===== config.mk =====
export PLATFORM = sky130hd
export DESIGN_NAME = gpio_ctrl
export DESIGN_NICKNAME = d
export VERILOG_FILES = /design/src/rtl/gpio_ctrl.sv
export SDC_FILE = /design/constraint.sdc
export NUM_CORES = 1
export LEC_CHECK = 0
export ABC_AREA = 1
export BUFFER_PORTS_ARGS = -buffer_cell sky130_fd_sc_hd__buf_2
export CAP_MARGIN = 25
export CELL_PAD_IN_SITES_DETAIL_PLACEMENT = 1
export CELL_PAD_IN_SITES_GLOBAL_PLACEMENT = 1
export CORE_UTILIZATION = 39
export CTS_CLUSTER_DIAMETER = 40
export DETAILED_ROUTE_END_ITERATION = 12
export PLACE_DENSITY = 0.76
export SYNTH_ARGS = -nofsm -noshare
export SYNTH_HDL_FRONTEND = slang
export SYNTH_SLANG_ARGS = --single-unit
export TNS_END_PERCENT = 10

===== constraint.sdc =====
create_clock -name clk -period 2 [get_ports clk]
set_clock_uncertainty 0.05 [all_clocks]
set_input_delay 0.6 -clock clk [delete_from_list [all_inputs] [get_ports clk]]
set_output_delay 0.6 -clock clk [all_outputs]
set_load 0.05 [all_outputs]

===== src/rtl/gpio_ctrl.sv =====
// PicoBlaze port-mapped GPIO controller: direction/data registers, input sync, edge interrupts.
// Optional input debounce is compiled in with GPIO_CTRL_DEBOUNCE_EN.
module gpio_ctrl #(
   parameter int unsigned WIDTH     = 8,
   parameter logic [7:0]  BASE_ADDR = 8'h00
`ifdef GPIO_CTRL_DEBOUNCE_EN
   , parameter int unsigned DEBOUNCE_CYCLES = 16
`endif
) (
   input  logic             clk,
   input  logic             reset_n,
   input  logic [7:0]       port_id,
   input  logic             write_strobe,
   input  logic             read_strobe,
   input  logic [7:0]       out_port,
   output logic [7:0]       in_port,
   output logic             interrupt,
   input  logic             interrupt_ack,
   output logic [WIDTH-1:0] gpio_oen,
   output logic [WIDTH-1:0] gpio_data_out,
   input  logic [WIDTH-1:0] gpio_data_in
);

   localparam logic [2:0] OFS_DOUT  = 3'd0;
   localparam logic [2:0] OFS_DIR   = 3'd1;
   localparam logic [2:0] OFS_DIN   = 3'd2;
   localparam logic [2:0] OFS_IMASK = 3'd3;
   localparam logic [2:0] OFS_ISTAT = 3'd4;
   localparam logic [2:0] OFS_EDGE  = 3'd5;
   localparam logic [7:0] NUM_REGS  = 8'd6;

   logic [WIDTH-1:0] dout_q, dout_d;
   logic [WIDTH-1:0] dir_q, dir_d;
   logic [WIDTH-1:0] dir_prev_q;
   logic [WIDTH-1:0] imask_q, imask_d;
   logic [WIDTH-1:0] istat_q, istat_d;
   logic [WIDTH-1:0] edge_q, edge_d;
   logic [WIDTH-1:0] sync1_q, sync1_d;
   logic [WIDTH-1:0] sync2_q;
   logic [WIDTH-1:0] prev_q;
   logic [WIDTH-1:0] din_val;
   logic [WIDTH-1:0] evt;
   logic [WIDTH-1:0] wdata;
   logic [7:0]       offset;
   logic             hit;
   logic             wr_dout, wr_dir, wr_imask, wr_istat, wr_edge;
   logic             irq_q, irq_d;
   logic             unmask_set;
   logic [7:0]       in_port_q, in_port_d;
   logic             unused_inputs;

   // Address decode relative to BASE_ADDR; wraps modulo 256
   assign offset   = port_id - BASE_ADDR;
   assign hit      = (offset < NUM_REGS);
   assign wdata    = out_port[WIDTH-1:0];
   assign wr_dout  = write_strobe & hit & (offset[2:0] == OFS_DOUT);
   assign wr_dir   = write_strobe & hit & (offset[2:0] == OFS_DIR);
   assign wr_imask = write_strobe & hit & (offset[2:0] == OFS_IMASK);
   assign wr_istat = write_strobe & hit & (offset[2:0] == OFS_ISTAT);
   assign wr_edge  = write_strobe & hit & (offset[2:0] == OFS_EDGE);

   assign unused_inputs = read_strobe ^ (^out_port);

   assign dout_d  = wr_dout  ? wdata : dout_q;
   assign dir_d   = wr_dir   ? wdata : dir_q;
   assign imask_d = wr_imask ? wdata : imask_q;
   assign edge_d  = wr_edge  ? wdata : edge_q;

   // Output-mode bits loop back DOUT so a floating pin never reaches the flops
   assign sync1_d = (dir_q & dout_q) | (~dir_q & gpio_data_in);

`ifdef GPIO_CTRL_DEBOUNCE_EN
   localparam int unsigned CNT_W = (DEBOUNCE_CYCLES > 1) ? $clog2(DEBOUNCE_CYCLES) : 1;

   logic [CNT_W-1:0] cnt_q [WIDTH];
   logic [CNT_W-1:0] cnt_d [WIDTH];
   logic [WIDTH-1:0] deb_q, deb_d;

   // Debounced value follows sync only after DEBOUNCE_CYCLES consecutive mismatches
   always_comb begin
      deb_d = deb_q;
      for (int i = 0; i < int'(WIDTH); i++) begin
         cnt_d[i] = '0;
         if (sync2_q[i] != deb_q[i]) begin
            if (cnt_q[i] == CNT_W'(DEBOUNCE_CYCLES - 1)) begin
               deb_d[i] = sync2_q[i];
            end else begin
               cnt_d[i] = cnt_q[i] + CNT_W'(1);
            end
         end
      end
   end

   always_ff @(posedge clk or negedge reset_n) begin
      if (!reset_n) begin
         deb_q <= '0;
         for (int i = 0; i < int'(WIDTH); i++) cnt_q[i] <= '0;
      end else begin
         deb_q <= deb_d;
         for (int i = 0; i < int'(WIDTH); i++) cnt_q[i] <= cnt_d[i];
      end
   end

   assign din_val = deb_q;
`else
   assign din_val = sync2_q;
`endif

   // Edges only count when the bit has been an input for two cycles
   assign evt = ~dir_q & ~dir_prev_q &
                ((edge_q & ~prev_q & din_val) | (~edge_q & prev_q & ~din_val));

   assign istat_d    = (istat_q & ~(wr_istat ? wdata : '0)) | evt;
   assign unmask_set = wr_imask & (|(wdata & ~imask_q & istat_q));
   assign irq_d      = (|(evt & imask_q)) | unmask_set | (irq_q & ~interrupt_ack);

   // Read data registered every cycle from the current port_id
   always_comb begin
      in_port_d = '0;
      if (hit) begin
         case (offset[2:0])
            OFS_DOUT:  in_port_d = 8'(dout_q);
            OFS_DIR:   in_port_d = 8'(dir_q);
            OFS_DIN:   in_port_d = 8'(din_val);
            OFS_IMASK: in_port_d = 8'(imask_q);
            OFS_ISTAT: in_port_d = 8'(istat_q);
            OFS_EDGE:  in_port_d = 8'(edge_q);
            default:   in_port_d = '0;
         endcase
      end
   end

   always_ff @(posedge clk or negedge reset_n) begin
      if (!reset_n) begin
         dout_q     <= '0;
         dir_q      <= '0;
         dir_prev_q <= '0;
         imask_q    <= '0;
         istat_q    <= '0;
         edge_q     <= '0;
         sync1_q    <= '0;
         sync2_q    <= '0;
         prev_q     <= '0;
         irq_q      <= 1'b0;
         in_port_q  <= '0;
      end else begin
         dout_q     <= dout_d;
         dir_q      <= dir_d;
         dir_prev_q <= dir_q;
         imask_q    <= imask_d;
         istat_q    <= istat_d;
         edge_q     <= edge_d;
         sync1_q    <= sync1_d;
         sync2_q    <= sync1_q;
         prev_q     <= din_val;
         irq_q      <= irq_d;
         in_port_q  <= in_port_d;
      end
   end

   assign gpio_oen      = dir_q;
   assign gpio_data_out = dout_q;
   assign interrupt     = irq_q;
   assign in_port       = in_port_q;

endmodule


==> flow_summary.toml <==
[placed_design]
place.detailed.hpwl_um = 6720
gp_congestion = 0.796
portBuffers = 52

[synthesis]
synth_area_leaders = "dfrtp_1 57%, nand2_1 11%, inv_1 5.1%, o21ai_0 4.5%, o21ai_2 4.5%"
yosysMostFrequentCell = "nand2_1"
yosys-top-cells-count = "100 x nand2_1, 81 x dfrtp_1, 48 x inv_1"
ys_seq_area_share_pct = 57.3
synth_cells = 379
synth_cell_types = 25
yosysWarnings = 0
syn_area_mm2 = 0.00354
yosys.area.top_type_share_pct = 57.3
synth_top_area_cell = "dfrtp_1"
syn_area_per_cell_um2 = 9.33
synth_edf_count = 0
ys_ff_latch = 81
syn-num-nets = 408
synthArstFlopShare_pct = 100
ys.flop_type = "dfrtp_1"

[routing]
wirelength_um = 9240
drt_pre_antenna_iters = 4
num_vias = 2865
drc = 0
wl_per_cell_um = 16.4
postRouteAntennaNets = 0
viasPerCell = 5.08
drt-initial-drc-count = 141

[finish]
drive_gt1_share_pct = 26.5
multiInputGateArea_mm2 = 0.00126
diodes = 0
area_growth_pct = 20.0
nFillCells = 1015
register_area_mm2 = 0.00203
fin_nets = 480

[floorplan]
core-area_mm2 = 0.00876
ios = 54
initial_core_util_pct = 40.4
die-height_um = 97.2
dieArea_mm2 = 0.00945
fp.dieW_um = 97.2
rows = 34

[global_route]
grtUsageMet1_pct = 27.2
grt.overflow.total = 0
gr-usage-met2_pct = 37.0
grt_usage_pct = 21.2
grt_max_degree = 35
grt_pass1_wl_um = 15500
grt_pass1_vias = 3067
grt_busiest_layer = "met2"
grt_antenna_before_repair = 0
grtUsageMet3_pct = 5.11

[sta]
finalCritPeriodShare_pct = 88.5
hold_ws_ns = 0.0763
tns_ns = 0
slew_violations = 0
tightest_slew_ns = 0.426
final-hold-violation-count = 0
max_freq_mhz = 565
relSlewSlack_pct = 71.6
fin_crit_ns = 1.77
setup_violations = 0
grt_setup_unrepaired = "false"

[cts]
clk_pin_slew_worst_paths_ns = 0.08
clock_latency_ns = 0.35
post_cts_buffers = 0
cts-resized-gates = 0
ctsLongestPathBuffers = 2
cts_inserted_buffers = 9
clkSinkCount = 81
cts_tree = "built"
cts_hold_buf = 0
root_buffer = "clkbuf_8"
htree_num_levels = 3

[critical_path]
crit_family = "flip-flops"
reg2reg_depth = 6
reg2reg_to = "interrupt"
regToRegSetupSlack_ns = 0.81
worst-setup-path-type = "reg -> out"
endpoint_kind = "primary output"
slowest_stage = "dfrtp_1"
path_cells = "buf_2"
worstSetupStartpointType = "flop"
crit_buf_inv = 1
cp_max_fo = 6
cp.required_ns = 1.35
r2r-start = "edge_q[3]"
arrival_ns = 1.12
cp_slowest_stage_delay_ns = 0.47

[power]
peakVddDrop_mv = 0.392
p_per_area_mw_per_mm2 = 832
leakage_nw = 2.15

[run]
maxCapViolations = 0

[hold_path]
min_path_type = "in -> async"

[status]
status = "completed"
cells in the final DEF (no fill, tap or decap):
master	count
clkbuf_8	9
mux2_2	8
clkinvlp_4	1
nand2_1	100
o21a_1	2
nand4_1	5
buf_4	14
inv_6	1
o22ai_1	1
o21ai_0	32
a31oi_1	7
inv_2	3
nand3b_1	1
bufinv_16	3
inv_1	48
inv_4	1
buf_12	1
nand3_1	18
nand2_4	4
nor2_2	1
nor2_4	1
nor3_4	3
dfrtp_1	81
o21ai_1	6
clkbuf_1	1
nand2_2	1
o21ai_2	18
buf_2	51
nor2_1	24
clkinv_4	1
a21oi_1	8
nor3_1	1
routing by layer:
| metal | wire, um | share of wire [%] |
|---|---|---|
| met1 | 4020 | 43 |
| met2 | 4720 | 51 |
| met3 | 403 | 4.4 |
| met4 | 91 | 0.99 |
| met5 | 0 | 0 |
final cells by class:
class,count,share of cell area (%)
inverters,52,4.66
repair buffers,66,8.96
flip-flops and latches,81,47.8
clock buffers,10,3.01
clock inverters,6,2.71
well taps,108,3.18
multi-input cells,241,29.7
logic make-up after synthesis:
| group | count (synthesis) | synth area share (%) |
|---|---|---|
| compound gates | 74 | 12.8 |
| buf+inv | 57 | 7.07 |
| flops | 81 | 57.3 |
| mux | 8 | 2.55 |
| simple gates | 159 | 20.3 |
power by group:
part           internal [mW]  switching (mW)
Combinational          0.112           0.235
Sequential              1.70          0.0437
Clock                  0.836           0.605
Total                   2.65           0.883
through the flow:
step	util [%]	cell area (um2)	worst slack, ns	power, mW	std cells
after detailed placement	45.6	4000	0.102	2.13	548
after global routing	48.4	4240	0.172	3.68	564
after global placement	45.6	4000	0.125	2.11	548
final	48.4	4240	0.230	3.53	564
after CTS	48.4	4240	0.204	3.57	564
after floorplan	-	3540	0.325	1.96	379
registers in the layout, summed over array words and instances, names as in the netlist:
name	count
istat_q	8
gpio_data_out	8
imask_q	8
din_val	8
edge_q	8
dir_prev_q	8
sync1_q	8
in_port	8
prev_q	8
gpio_oen	8
interrupt	1
worst max path at each step:
stage | depth (start not counted) | from | endpoint | slack, ns
finish | 1 | gpio_oen[7] | gpio_oen[7] | 0.23
global route | 1 | gpio_oen[3] | gpio_oen[3] | 0.17
CTS | 1 | gpio_oen[7] | gpio_oen[7] | 0.20
detailed placement | 9 | port_id[1] | istat_q[2] | 0.10
global placement | 5 | port_id[1] | in_port[5] | 0.13
floorplan | 10 | port_id[1] | gpio_oen[5] | 0.32
(Power assumes the default switching activity.)
